$ cat src/rtl/tanimoto_batch_ctrl_if.sv
// tanimoto_batch_ctrl_if: start/threshold/BRAM/data-gate/ID-pair signals of the batch sequencer.
// o_PairCount is present only when TANIMOTO_CTRL_PAIR_CNT_EN is defined.
interface tanimoto_batch_ctrl_if #(
  parameter int VEC_ID_WIDTH = 8,
  parameter int CNT_WIDTH = 10
);
  logic i_Start;
  logic [VEC_ID_WIDTH:0] i_VecCount;
  logic [CNT_WIDTH:0] S_AXIS_THR_tdata;
  logic S_AXIS_THR_tvalid;
  logic S_AXIS_THR_tready;
  logic [CNT_WIDTH-1:0] o_BRAM_Addr;
  logic [CNT_WIDTH:0] o_BRAM_Din;
  logic o_BRAM_En;
  logic o_BRAM_WrEn;
  logic i_Data_tvalid;
  logic o_Data_tready;
  logic o_Data_tvalid;
  logic i_Data_tready;
  logic i_IDPair_Valid;
  logic i_IDPair_Ready;
  logic o_Busy;
  logic o_Done;
`ifdef TANIMOTO_CTRL_PAIR_CNT_EN
  logic [15:0] o_PairCount;
`endif
  modport master(
`ifdef TANIMOTO_CTRL_PAIR_CNT_EN
    input o_PairCount,
`endif
    output i_Start, i_VecCount, S_AXIS_THR_tdata, S_AXIS_THR_tvalid, i_Data_tvalid, i_Data_tready,
    output i_IDPair_Valid, i_IDPair_Ready,
    input S_AXIS_THR_tready, o_BRAM_Addr, o_BRAM_Din, o_BRAM_En, o_BRAM_WrEn,
    input o_Data_tready, o_Data_tvalid, o_Busy, o_Done
  );
  modport slave(
`ifdef TANIMOTO_CTRL_PAIR_CNT_EN
    output o_PairCount,
`endif
    input i_Start, i_VecCount, S_AXIS_THR_tdata, S_AXIS_THR_tvalid, i_Data_tvalid, i_Data_tready,
    input i_IDPair_Valid, i_IDPair_Ready,
    output S_AXIS_THR_tready, o_BRAM_Addr, o_BRAM_Din, o_BRAM_En, o_BRAM_WrEn,
    output o_Data_tready, o_Data_tvalid, o_Busy, o_Done
  );
endinterface

$ cat src/rtl/tanimoto_batch_ctrl.sv
// tanimoto_batch_ctrl: loads the threshold table, gates one batch of data beats, waits for ID pairs to drain.
// Define TANIMOTO_CTRL_PAIR_CNT_EN to add the o_PairCount pair counter.
module tanimoto_batch_ctrl #(
  parameter int VECTOR_WIDTH = 920,
  parameter int BUS_WIDTH = 512,
  parameter int VEC_ID_WIDTH = 8,
  parameter int DRAIN_CYCLES = 64,
  parameter int CNT_WIDTH = $clog2(VECTOR_WIDTH),
  parameter int BEATS_PER_VEC = (VECTOR_WIDTH + BUS_WIDTH - 1) / BUS_WIDTH
) (
  input logic ap_clk,
  input logic ap_rst,
  tanimoto_batch_ctrl_if.slave bus
);
  localparam int BEAT_W = VEC_ID_WIDTH + 1 + $clog2(BEATS_PER_VEC) + 1;
  localparam int IDLE_W = $clog2(DRAIN_CYCLES) + 1;
  typedef enum logic [2:0] {IDLE, LOAD, RUN, DRAIN, DONE} state_t;
  state_t state;
  logic [VEC_ID_WIDTH:0] vec_cnt;
  logic [CNT_WIDTH:0] ld_cnt;
  logic [BEAT_W-1:0] beat_cnt, beat_total;
  logic [IDLE_W-1:0] idle_cnt;
  logic thr_rdy, gate, thr_acc, data_hs;
  assign beat_total = BEAT_W'(vec_cnt) * BEAT_W'(BEATS_PER_VEC);
  assign thr_acc = thr_rdy & bus.S_AXIS_THR_tvalid;
  assign data_hs = gate & bus.i_Data_tvalid & bus.i_Data_tready;
  assign bus.S_AXIS_THR_tready = thr_rdy;
  assign bus.o_Data_tvalid = gate & bus.i_Data_tvalid;
  assign bus.o_Data_tready = gate & bus.i_Data_tready;
  always_ff @(posedge ap_clk) begin
    if (ap_rst) begin
      state <= IDLE;
      vec_cnt <= '0;
      ld_cnt <= '0;
      beat_cnt <= '0;
      idle_cnt <= '0;
      thr_rdy <= 1'b0;
      gate <= 1'b0;
      bus.o_BRAM_Addr <= '0;
      bus.o_BRAM_Din <= '0;
      bus.o_BRAM_En <= 1'b0;
      bus.o_BRAM_WrEn <= 1'b0;
      bus.o_Busy <= 1'b0;
      bus.o_Done <= 1'b0;
    end else begin
      bus.o_BRAM_En <= thr_acc;
      bus.o_BRAM_WrEn <= thr_acc;
      if (thr_acc) begin
        bus.o_BRAM_Addr <= ld_cnt[CNT_WIDTH-1:0];
        bus.o_BRAM_Din <= bus.S_AXIS_THR_tdata;
      end
      bus.o_Done <= 1'b0;
      case (state)
        IDLE: if (bus.i_Start) begin
          vec_cnt <= bus.i_VecCount;
          ld_cnt <= '0;
          beat_cnt <= '0;
          idle_cnt <= '0;
          thr_rdy <= 1'b1;
          bus.o_Busy <= 1'b1;
          state <= LOAD;
        end
        LOAD: if (thr_acc) begin
          ld_cnt <= ld_cnt + 1'b1;
          if (ld_cnt == (CNT_WIDTH+1)'(VECTOR_WIDTH)) begin
            thr_rdy <= 1'b0;
            gate <= vec_cnt != '0;
            state <= vec_cnt != '0 ? RUN : DRAIN;
          end
        end
        RUN: if (data_hs) begin
          beat_cnt <= beat_cnt + 1'b1;
          if (beat_cnt + 1'b1 == beat_total) begin
            gate <= 1'b0;
            state <= DRAIN;
          end
        end
        // a pair on the final idle-count cycle wins: counter clears, no transition
        DRAIN: if (bus.i_IDPair_Valid) idle_cnt <= '0;
          else if (idle_cnt == IDLE_W'(DRAIN_CYCLES - 1)) begin
            bus.o_Done <= 1'b1;
            state <= DONE;
          end else idle_cnt <= &idle_cnt ? idle_cnt : idle_cnt + 1'b1;
        DONE: begin
          bus.o_Busy <= 1'b0;
          state <= IDLE;
        end
        default: state <= IDLE;
      endcase
    end
  end
`ifdef TANIMOTO_CTRL_PAIR_CNT_EN
  always_ff @(posedge ap_clk) begin
    if (ap_rst || (state == IDLE && bus.i_Start)) bus.o_PairCount <= '0;
    else if ((state == RUN || state == DRAIN) && bus.i_IDPair_Valid && bus.i_IDPair_Ready && !(&bus.o_PairCount))
      bus.o_PairCount <= bus.o_PairCount + 1'b1;
  end
`else
  logic unused_pair_ready;
  assign unused_pair_ready = bus.i_IDPair_Ready;
`endif
endmodule

$ cat src/flat_wrapper.sv
// flat-port wrapper written by rule: the top's interface ports become plain ports
module tanimoto_batch_ctrl_flat 
#(
  parameter int VECTOR_WIDTH = 920,
  parameter int BUS_WIDTH = 512,
  parameter int VEC_ID_WIDTH = 8,
  parameter int DRAIN_CYCLES = 64,
  parameter int CNT_WIDTH = $clog2(VECTOR_WIDTH),
  parameter int BEATS_PER_VEC = (VECTOR_WIDTH + BUS_WIDTH - 1) / BUS_WIDTH
)
  (ap_clk, ap_rst, bus_i_Start, bus_i_VecCount, bus_S_AXIS_THR_tdata, bus_S_AXIS_THR_tvalid, bus_i_Data_tvalid, bus_i_Data_tready, bus_i_IDPair_Valid, bus_i_IDPair_Ready, bus_S_AXIS_THR_tready, bus_o_BRAM_Addr, bus_o_BRAM_Din, bus_o_BRAM_En, bus_o_BRAM_WrEn, bus_o_Data_tready, bus_o_Data_tvalid, bus_o_Busy, bus_o_Done);
  tanimoto_batch_ctrl_if #(.VEC_ID_WIDTH(VEC_ID_WIDTH), .CNT_WIDTH(CNT_WIDTH)) bus_i ();
  input logic ap_clk;
  input logic ap_rst;
  input wire logic [$bits(bus_i.i_Start)-1:0] bus_i_Start;
  input wire logic [$bits(bus_i.i_VecCount)-1:0] bus_i_VecCount;
  input wire logic [$bits(bus_i.S_AXIS_THR_tdata)-1:0] bus_S_AXIS_THR_tdata;
  input wire logic [$bits(bus_i.S_AXIS_THR_tvalid)-1:0] bus_S_AXIS_THR_tvalid;
  input wire logic [$bits(bus_i.i_Data_tvalid)-1:0] bus_i_Data_tvalid;
  input wire logic [$bits(bus_i.i_Data_tready)-1:0] bus_i_Data_tready;
  input wire logic [$bits(bus_i.i_IDPair_Valid)-1:0] bus_i_IDPair_Valid;
  input wire logic [$bits(bus_i.i_IDPair_Ready)-1:0] bus_i_IDPair_Ready;
  output wire logic [$bits(bus_i.S_AXIS_THR_tready)-1:0] bus_S_AXIS_THR_tready;
  output wire logic [$bits(bus_i.o_BRAM_Addr)-1:0] bus_o_BRAM_Addr;
  output wire logic [$bits(bus_i.o_BRAM_Din)-1:0] bus_o_BRAM_Din;
  output wire logic [$bits(bus_i.o_BRAM_En)-1:0] bus_o_BRAM_En;
  output wire logic [$bits(bus_i.o_BRAM_WrEn)-1:0] bus_o_BRAM_WrEn;
  output wire logic [$bits(bus_i.o_Data_tready)-1:0] bus_o_Data_tready;
  output wire logic [$bits(bus_i.o_Data_tvalid)-1:0] bus_o_Data_tvalid;
  output wire logic [$bits(bus_i.o_Busy)-1:0] bus_o_Busy;
  output wire logic [$bits(bus_i.o_Done)-1:0] bus_o_Done;
  assign bus_i.i_Start = bus_i_Start;
  assign bus_i.i_VecCount = bus_i_VecCount;
  assign bus_i.S_AXIS_THR_tdata = bus_S_AXIS_THR_tdata;
  assign bus_i.S_AXIS_THR_tvalid = bus_S_AXIS_THR_tvalid;
  assign bus_i.i_Data_tvalid = bus_i_Data_tvalid;
  assign bus_i.i_Data_tready = bus_i_Data_tready;
  assign bus_i.i_IDPair_Valid = bus_i_IDPair_Valid;
  assign bus_i.i_IDPair_Ready = bus_i_IDPair_Ready;
  assign bus_S_AXIS_THR_tready = bus_i.S_AXIS_THR_tready;
  assign bus_o_BRAM_Addr = bus_i.o_BRAM_Addr;
  assign bus_o_BRAM_Din = bus_i.o_BRAM_Din;
  assign bus_o_BRAM_En = bus_i.o_BRAM_En;
  assign bus_o_BRAM_WrEn = bus_i.o_BRAM_WrEn;
  assign bus_o_Data_tready = bus_i.o_Data_tready;
  assign bus_o_Data_tvalid = bus_i.o_Data_tvalid;
  assign bus_o_Busy = bus_i.o_Busy;
  assign bus_o_Done = bus_i.o_Done;
  tanimoto_batch_ctrl #(.VECTOR_WIDTH(VECTOR_WIDTH), .BUS_WIDTH(BUS_WIDTH), .VEC_ID_WIDTH(VEC_ID_WIDTH), .DRAIN_CYCLES(DRAIN_CYCLES), .CNT_WIDTH(CNT_WIDTH), .BEATS_PER_VEC(BEATS_PER_VEC)) u_core (.ap_clk(ap_clk), .ap_rst(ap_rst), .bus(bus_i));
endmodule
$ cat config.mk
export PLATFORM = sky130hd
export DESIGN_NAME = tanimoto_batch_ctrl_flat
export DESIGN_NICKNAME = d
export VERILOG_FILES = /design/src/rtl/tanimoto_batch_ctrl_if.sv /design/src/rtl/tanimoto_batch_ctrl.sv /design/src/flat_wrapper.sv
export SDC_FILE = /design/constraint.sdc
export NUM_CORES = 1
export LEC_CHECK = 0
export ABC_AREA = 1
export ABC_CLOCK_PERIOD_IN_PS = 2100
export CORE_MARGIN = 3
export CORE_UTILIZATION = 35
export DETAILED_ROUTE_END_ITERATION = 6
export GPL_ROUTABILITY_DRIVEN = 1
export PLACE_DENSITY_LB_ADDON = 0.2
export SYNTH_ARGS = -nofsm -noshare
export SYNTH_HDL_FRONTEND = slang
export SYNTH_SLANG_ARGS = --single-unit
$ cat constraint.sdc
create_clock -name ap_clk -period 2.1 [get_ports ap_clk]
set_input_delay 0.63 -clock ap_clk [delete_from_list [all_inputs] [get_ports ap_clk]]
set_output_delay 0.63 -clock ap_clk [all_outputs]
set_load 0.02 [all_outputs]
==> impl_metrics.tcl, run 1 <==
set metrics [dict create \
    route.vias.total 3063 \
    final-max-slew-violation-count 0 \
    path_clk_slew_ns 0.08 \
    crit-reg2reg-capture "u_core.state[0]" \
    tritoncts "yes" \
    drt_iter0_markers 114 \
    clock.fmax_ghz 0.5025 \
    synth.avg_cell_area_sq_um 7.005 \
    final_hold_viol_count 0 \
    final_layout_size_suffix_gt1_share_pct 14.55 \
    io_pins 56 \
    synth_enable_flop_cells 0 \
    drt-wirelength-per-cell_microns 12.54 \
    grtUsageTotal_pct 16.66 \
    totalNegativeSetupSlack_ns 0 \
    worstPathMaxFanout 2 \
    p_clk_share_pct 27.4 \
    cts.sink_count 67 \
    area_growth_syn_to_layout_pct 32.33 \
    grt_max_degree 31 \
    initial_core_util_pct 36.21 \
    routed.top_layer "met4" \
    critical_path.top_delay_family "buffers and inverters" \
    max-slew-margin-rel_pct 67.03 \
    final_cell_area_sq_um 4199 \
    leakagePower_nw 1.633 \
    run_status "finished, final reports clean" \
    detail_route.vias_per_cell 4.756 \
    grt_overflow 0 \
    critPathCaptureType "output port" \
    critical_path_buf_inv_count 3 \
    synthFlopType "sky130_fd_sc_hd__dfxtp_1" \
    global_placer_s_final_weighted_congestion 0.7801 \
    synth_nets 485 \
    postSynthCellCount 453 \
    floorplan.die_area_sq_um 10240 \
    cts_max_level 3 \
    wl_met2_microns 4057 \
    nets 563 \
    cts_hold_buf 0 \
    dieHeight_microns 101.2 \
    rsz0062_at_grt "true" \
    power_density_nw_per_um2 925.0 \
    core.rowCount 34 \
    crit-reg2reg-launch "u_core.beat_cnt[1]" \
    p_int_mw 2.548 \
    clk-insertion-delay-late_ns 0.34 \
    remaining_drc_errors 0 \
    path_class "input pin to output port" \
    synth_warnings 0 \
    core_region_area_sq_um 8763 \
    max_cap_violations 0 \
    finalSetupViolCount 0 \
    max_slew.worst_pin.slew_ns 0.4940 \
    critical_path_capture_point "bus_o_Data_tready" \
    power.switching_mw 1.336 \
    critical_path.startpoint "bus_i_Data_tready" \
    vdd.ir_drop.worst_v 0.0004479 \
    power.switching_fraction_pct 34.40 \
    dr.pass1.iters 4 \
    layout_min_cycle_time_ns 1.990 \
    setup.worst_path.start_class "input pin" \
    grt_pass1_vias 2982 \
    synth_async_sr_flop_share_pct 0 \
    yosys.cell_types.count 34 \
    clock_tree.buffer_depth 2 \
    synth.yosys.seq_area_share_pct 42.27 \
    reg2reg_depth 14 \
    finalCritPeriodShare_pct 94.76 \
    timing.critical_path.slowest_cell_delay_ns 0.47 \
    cp.required_ns 1.47 \
    critPathSlowestCell "sky130_fd_sc_hd__clkdlybuf4s50_1" \
    holdCritPathClass "register to register" \
    antennaDiodeCount 0 \
    antenna_left 0 \
    dieWidth_microns 101.2 \
    cts-buffers-inserted 9 \
    io_buffers 54 \
    combPwrFrac_pct 32.4 \
    grt_pass1_wl_microns 13560 \
    fin_clk_skew_ns 0.007761 \
    worst_ep_arrival_time_ns 1.36 \
    cts-root-buf "sky130_fd_sc_hd__clkbuf_8" \
    r2r_setup_slk_ns 0.26 \
    met3_wire_length_microns 225 \
    drt_wl_total_microns 8076 \
    share_seq_of_total_power_pct 40.1 \
    filler_cell_count 891 \
    postPlaceCellArea_sq_um 3985 \
    post_synth_instance_area_sq_um 3173 \
    path_cells "clkdlybuf4s50_1 > nand2_1 > inv_1 > buf_2" \
    dp_hpwl_microns 5918 \
    antenna_found_initial 0 \
    crit_cells 4 \
    m1WireLength_microns 3694 \
    postSynthRegisterBits 67 \
]
==> state kept, by name, summed over array words and instances, names as in the netlist <==
signal / count
u_core.gate: 1
u_core.bus.o_BRAM_Din: 11
u_core.beat_cnt: 11
u_core.state: 3
u_core.vec_cnt: 9
u_core.bus.o_Done: 1
u_core.idle_cnt: 7
u_core.bus.S_AXIS_THR_tready: 1
u_core.bus.o_Busy: 1
u_core.bus.o_BRAM_Addr: 10
u_core.bus.o_BRAM_En: 1
u_core.ld_cnt: 11
==> cell usage after synthesis, drive strengths merged, types with 3 or more instances <==
| cell type | instances | area share, % |
|---|---|---|
| nand2 | 92 | 11 |
| dfxtp | 67 | 42 |
| nor2 | 66 | 9.1 |
| inv | 57 | 6.7 |
| a21oi | 44 | 7.1 |
| o21ai | 40 | 6.4 |
| nand3 | 35 | 6.3 |
| clkbuf | 12 | 1.5 |
| nand4 | 8 | 1.8 |
| a211oi | 6 | 1.4 |
| nor3 | 5 | 0.95 |
| ha | 4 | 1.6 |
| nor4 | 3 | 0.59 |
==> logic make-up (layout without fill, tap and decap cells) <==
logic type | after synthesis | after routing | synth area share [%]
buffers and inverters | 73 | 156 | 8.833
adder cells (fa/ha/maj) | 4 | 4 | 1.577
AND/OR/NAND/NOR | 211 | 211 | 30.44
AO/OA/AOI/OAI | 96 | 96 | 16.33
XOR/XNOR | 2 | 2 | 0.5522
flip-flops | 67 | 67 | 42.27
==> timing repair <==
action / 4_1_cts / 5_1_grt
resized for setup: 6 / 10
setup buffers: 0 / 1
endpoints found under the setup margin: 2 / 16
==> per-layer routing <==
layer  up-vias  GRT usage [%]
li1       1636              -
met1      1372          20.54
met2        44          28.12
met3        11          4.339
met4         0          5.828
met5         -              0
==> worst register-to-register path, cell delays in order (launching register included) <==
cell and delay, ns:
sky130_fd_sc_hd__dfxtp_1 0.34, sky130_fd_sc_hd__ha_4 0.18, sky130_fd_sc_hd__nand2_2 0.14, sky130_fd_sc_hd__buf_4 0.13
sky130_fd_sc_hd__nand2_1 0.04, sky130_fd_sc_hd__nand2_1 0.05, sky130_fd_sc_hd__nand3_1 0.07, sky130_fd_sc_hd__nor2_1 0.10
sky130_fd_sc_hd__nand3_1 0.09, sky130_fd_sc_hd__nor2_1 0.12, sky130_fd_sc_hd__nand2_1 0.10, sky130_fd_sc_hd__nand2_2 0.10
sky130_fd_sc_hd__nand3_2 0.11, sky130_fd_sc_hd__nor2_1 0.11, sky130_fd_sc_hd__nor2_1 0.05
==> stage by stage <==
step | power, mW | hold slack [ns] | std cells | util, % | worst slack, ns
finish | 3.884 | 0.4861 | 644 | 47.92 | 0.1101
CTS | 3.947 | 0.4914 | 643 | 47.72 | 0.004996
floorplan | 2.313 | 0.4443 | 453 | - | 0.2720
global placement | 2.832 | 0.4648 | 627 | 45.47 | -0.3287
global route | 4.151 | 0.5066 | 644 | 47.92 | -0.03605
detailed placement | 2.851 | 0.4746 | 627 | 45.47 | -0.3392
==> placed cells by master, fill, tap and decap left out, types with 10 or more instances in the layout <==
cell and n:
sky130_fd_sc_hd__nand2_1 86, sky130_fd_sc_hd__dfxtp_1 67, sky130_fd_sc_hd__clkdlybuf4s50_1 52, sky130_fd_sc_hd__nand3_1 30, sky130_fd_sc_hd__o21ai_0 38, sky130_fd_sc_hd__clkbuf_8 10, sky130_fd_sc_hd__inv_1 51, sky130_fd_sc_hd__nor2_1 55
sky130_fd_sc_hd__buf_4 27, sky130_fd_sc_hd__a21oi_1 43
==> power groups by stage <==
stage	Sequential (mW)	Combinational (mW)	Clock [mW]
2_1_floorplan	1.65	0.668	0
3_3_place_gp	1.58	1.25	0
3_5_place_dp	1.59	1.27	0
4_1_cts	1.56	1.28	1.11
5_1_grt	1.58	1.41	1.16
6_report	1.56	1.26	1.07
==> cell type report <==
type | count | area (sq um) | area share, %
Sequential cell | 67 | 1341 | 31.94
Inverter | 59 | 221.5 | 5.274
Clock inverter | 5 | 52.55 | 1.251
Tap cell | 108 | 135.1 | 3.218
Timing Repair Buffer | 81 | 733.2 | 17.46
Clock buffer | 11 | 141.4 | 3.367
Multi-Input combinational cell | 313 | 1574 | 37.49
==> how the worst min path moves through the flow <==
| stage | cells past startpoint | to | slack [ns] | from |
|---|---|---|---|---|
| after floorplan | 1 | u_core.bus.o_Done | 0.44 | u_core.idle_cnt[6] |
| after global placement | 2 | u_core.bus.o_BRAM_Din[7] | 0.46 | u_core.bus.o_BRAM_Din[7] |
| after detailed placement | 2 | u_core.bus.o_BRAM_Din[10] | 0.47 | u_core.bus.o_BRAM_Din[10] |
| after CTS | 2 | u_core.bus.o_BRAM_Din[7] | 0.49 | u_core.bus.o_BRAM_Din[7] |
| after global routing | 2 | u_core.bus.o_BRAM_Din[10] | 0.51 | u_core.bus.o_BRAM_Din[10] |
| final | 2 | u_core.bus.o_BRAM_Din[10] | 0.49 | u_core.bus.o_BRAM_Din[10] |
Power figures use the tool's default switching activity.
==> run 2: changes to the inputs <==
--- a/config.mk
+++ b/config.mk
@@ -8,7 +8,7 @@
 export ABC_AREA = 1
 export ABC_CLOCK_PERIOD_IN_PS = 2100
 export CORE_MARGIN = 3
-export CORE_UTILIZATION = 35
+export CORE_UTILIZATION = 40
 export DETAILED_ROUTE_END_ITERATION = 6
 export GPL_ROUTABILITY_DRIVEN = 1
 export PLACE_DENSITY_LB_ADDON = 0.2
==> run 2 against run 1 <==
Compared with the run above:
- largest power group unchanged
- die area is 12% lower
- critical path type unchanged
- total power is 0.13% lower
- clock power hardly changed
- global-route usage is 1.1 points higher
- final cell count is 2.0% lower
- non-clock buffer count is 4 lower
- critical endpoint is now bus_o_Data_tvalid
==> impl_metrics.tcl, run 2 (synthesis gave the netlist of run 1 again) <==
set metrics [dict create \
    final_hold_viol_count 0 \
    antennaDiodeCount 0 \
    hold_end "u_core.bus.o_Busy" \
    cts-root-buf "sky130_fd_sc_hd__clkbuf_8" \
    clock_tree.buffer_depth 2 \
    floorplan.die_area_sq_um 9037 \
    grt_overflow 0 \
    share_seq_of_total_power_pct 40.1 \
    grt_pass1_wl_microns 12730 \
    nets 559 \
    antenna_found_initial 0 \
    crit-reg2reg-launch "u_core.beat_cnt[1]" \
    dr.pass1.iters 4 \
    grtUsageTotal_pct 17.77 \
    grt_use_met2_pct 26.65 \
    antenna_left 0 \
    final_layout_size_suffix_gt1_share_pct 13.16 \
    core_region_area_sq_um 7486 \
    clk-insertion-delay-late_ns 0.34 \
    dp_hpwl_microns 5585 \
    cts_max_level 3 \
    drt_wl_total_microns 7623 \
    timing.critical_path.slowest_cell_delay_ns 0.46 \
    post-cts-setup-buffers 0 \
    finalSetupViolCount 0 \
    p_clk_share_pct 28.2 \
    cp.required_ns 1.47 \
    cts.sink_count 67 \
    critPathSlowestCell "sky130_fd_sc_hd__clkdlybuf4s50_1" \
    hold_path_depth 2 \
    crit-reg2reg-capture "u_core.gate" \
    globalRouteMet1Util_pct 23.12 \
    remaining_drc_errors 0 \
    initial_core_util_pct 42.39 \
    io_pins 56 \
    path_cells "clkdlybuf4s50_1 > nand2_1 > inv_1 > buf_2" \
    groute.layer.met3.usage_pct 7.498 \
    power_density_nw_per_um2 931.5 \
    power.switching_mw 1.332 \
    worstPathMaxFanout 2 \
    max_slew.worst_pin.slew_ns 0.5080 \
    totalPowerFinal_mw 3.879 \
    fin_clk_skew_ns 0.008221 \
    path_clk_slew_ns 0.07 \
    timing.final.ws_setup_ns 0.1100 \
    largestRegisters "u_core.beat_cnt (11), u_core.bus.o_BRAM_Din (11), u_core.ld_cnt (11)" \
    combPwrFrac_pct 31.7 \
    grt_max_degree 33 \
    finalCritPeriodShare_pct 94.76 \
    clock.fmax_ghz 0.5025 \
    power.switching_fraction_pct 34.33 \
    vdd.ir_drop.worst_v 0.0005007 \
    path_class "input pin to output port" \
    filler_cell_count 733 \
    globalRoute.busiestLayer "met2" \
    route.vias.total 3091 \
    drt-wirelength-per-cell_microns 12.08 \
    hold_path_startpoint "u_core.bus.o_Busy" \
    worst_ep_arrival_time_ns 1.36 \
    grt_pass1_vias 2860 \
    postPlaceCellArea_sq_um 3964 \
    setup.worst_path.start_class "input pin" \
    holdWs_ns 0.4800 \
    final-max-slew-violation-count 0 \
    max-slew-margin-rel_pct 66.09 \
    global_placer_s_final_weighted_congestion 0.8887 \
    reg2reg_depth 16 \
    leakagePower_nw 1.611 \
    layout.cells.most_common_list "sky130_fd_sc_hd__nand2_1, sky130_fd_sc_hd__dfxtp_1, sky130_fd_sc_hd__nor2_1, sky130_fd_sc_hd__inv_1, sky130_fd_sc_hd__clkdlybuf4s50_1" \
    max_cap_violations 0 \
    io_buffers 54 \
    drt_iter0_markers 103 \
    cts-buffers-inserted 9 \
    totalNegativeSetupSlack_ns 0 \
    p_int_mw 2.547 \
    dieHeight_microns 95.07 \
    rsz0062_at_grt "false" \
    final_cell_area_sq_um 4164 \
    r2r_setup_slk_ns 0.25 \
    area_growth_syn_to_layout_pct 31.23 \
    run_status "finished, final reports clean" \
    core.rowCount 31 \
    layout_min_cycle_time_ns 1.990 \
    cts_hold_buf 0 \
    place_ws_ns -0.3353 \
    detail_route.vias_per_cell 4.899 \
    dieWidth_microns 95.07 \
    layout_commonest_cell "sky130_fd_sc_hd__nand2_1" \
    tritoncts "yes" \
    holdCritPathClass "register to register" \
    critPathCaptureType "output port" \
]
-- run 2: changes by cell type in the layout (fill, tap and decap cells not counted), moves of 2 or more --
cell,change
sky130_fd_sc_hd__nand2_1,+2
sky130_fd_sc_hd__inv_2,-2
sky130_fd_sc_hd__clkinv_4,+2
sky130_fd_sc_hd__nand2_2,-2
sky130_fd_sc_hd__buf_4,-5
sky130_fd_sc_hd__clkinv_2,-3
-- run 2: through the flow --
step,util [%],cells
after floorplan,-,453
after global placement,52.95,615
after detailed placement,52.95,615
after CTS,55.71,631
after global routing,55.62,631
final,55.62,631
-- run 2: what timing repair did --
item / CTS / global route
endpoints found under the setup margin: 2 / 16
resized for setup: 6 / 5
gates cloned: 0 / 0
endpoints found under the hold margin: 0 / 0
-- run 2: how the worst max path moves through the flow --
| stage | startpoint | endpoint | slack (ns) | cells past startpoint |
|---|---|---|---|---|
| 2_1_floorplan | bus_S_AXIS_THR_tvalid | u_core.state[0] | 0.27 | 5 |
| 3_3_place_gp | bus_i_Data_tready | bus_o_Data_tready | -0.32 | 4 |
| 3_5_place_dp | bus_i_Data_tvalid | bus_o_Data_tvalid | -0.34 | 4 |
| 4_1_cts | bus_i_Data_tvalid | bus_o_Data_tvalid | 0.005 | 4 |
| 5_1_grt | bus_S_AXIS_THR_tvalid | u_core.ld_cnt[9] | 0.004 | 11 |
| 6_report | bus_i_Data_tvalid | bus_o_Data_tvalid | 0.11 | 4 |
-- run 2: final cells by class --
class	count	area, sq um	share of cell area, %
Multi-Input combinational cell	313	1556	37.38
Clock buffer	11	141.4	3.395
Inverter	59	221.5	5.319
Clock inverter	5	62.56	1.502
Timing Repair Buffer	77	715.7	17.19
Sequential cell	67	1343	32.24
Tap cell	99	123.9	2.975
-- run 2: per-layer routing --
metal / up-vias / part of all wire, %
met4: 0 / 0.96
met1: 1393 / 48
met5: - / 0
li1: 1626 / -
met2: 65 / 43
met3: 7 / 7.4
-- run 2: critical path: cells and delay by family --
family	cells	cell delay [ns]
and+or+nand+nor	1	0.05
buffers and inverters	3	0.68
-- run 2: power by group through the flow --
stage | registers (mW) | clock network, mW | logic, mW
finish | 1.56 | 1.09 | 1.23
global route | 1.58 | 1.17 | 1.36
CTS | 1.56 | 1.13 | 1.24
detailed placement | 1.58 | 0 | 1.24
global placement | 1.58 | 0 | 1.22
floorplan | 1.65 | 0 | 0.668
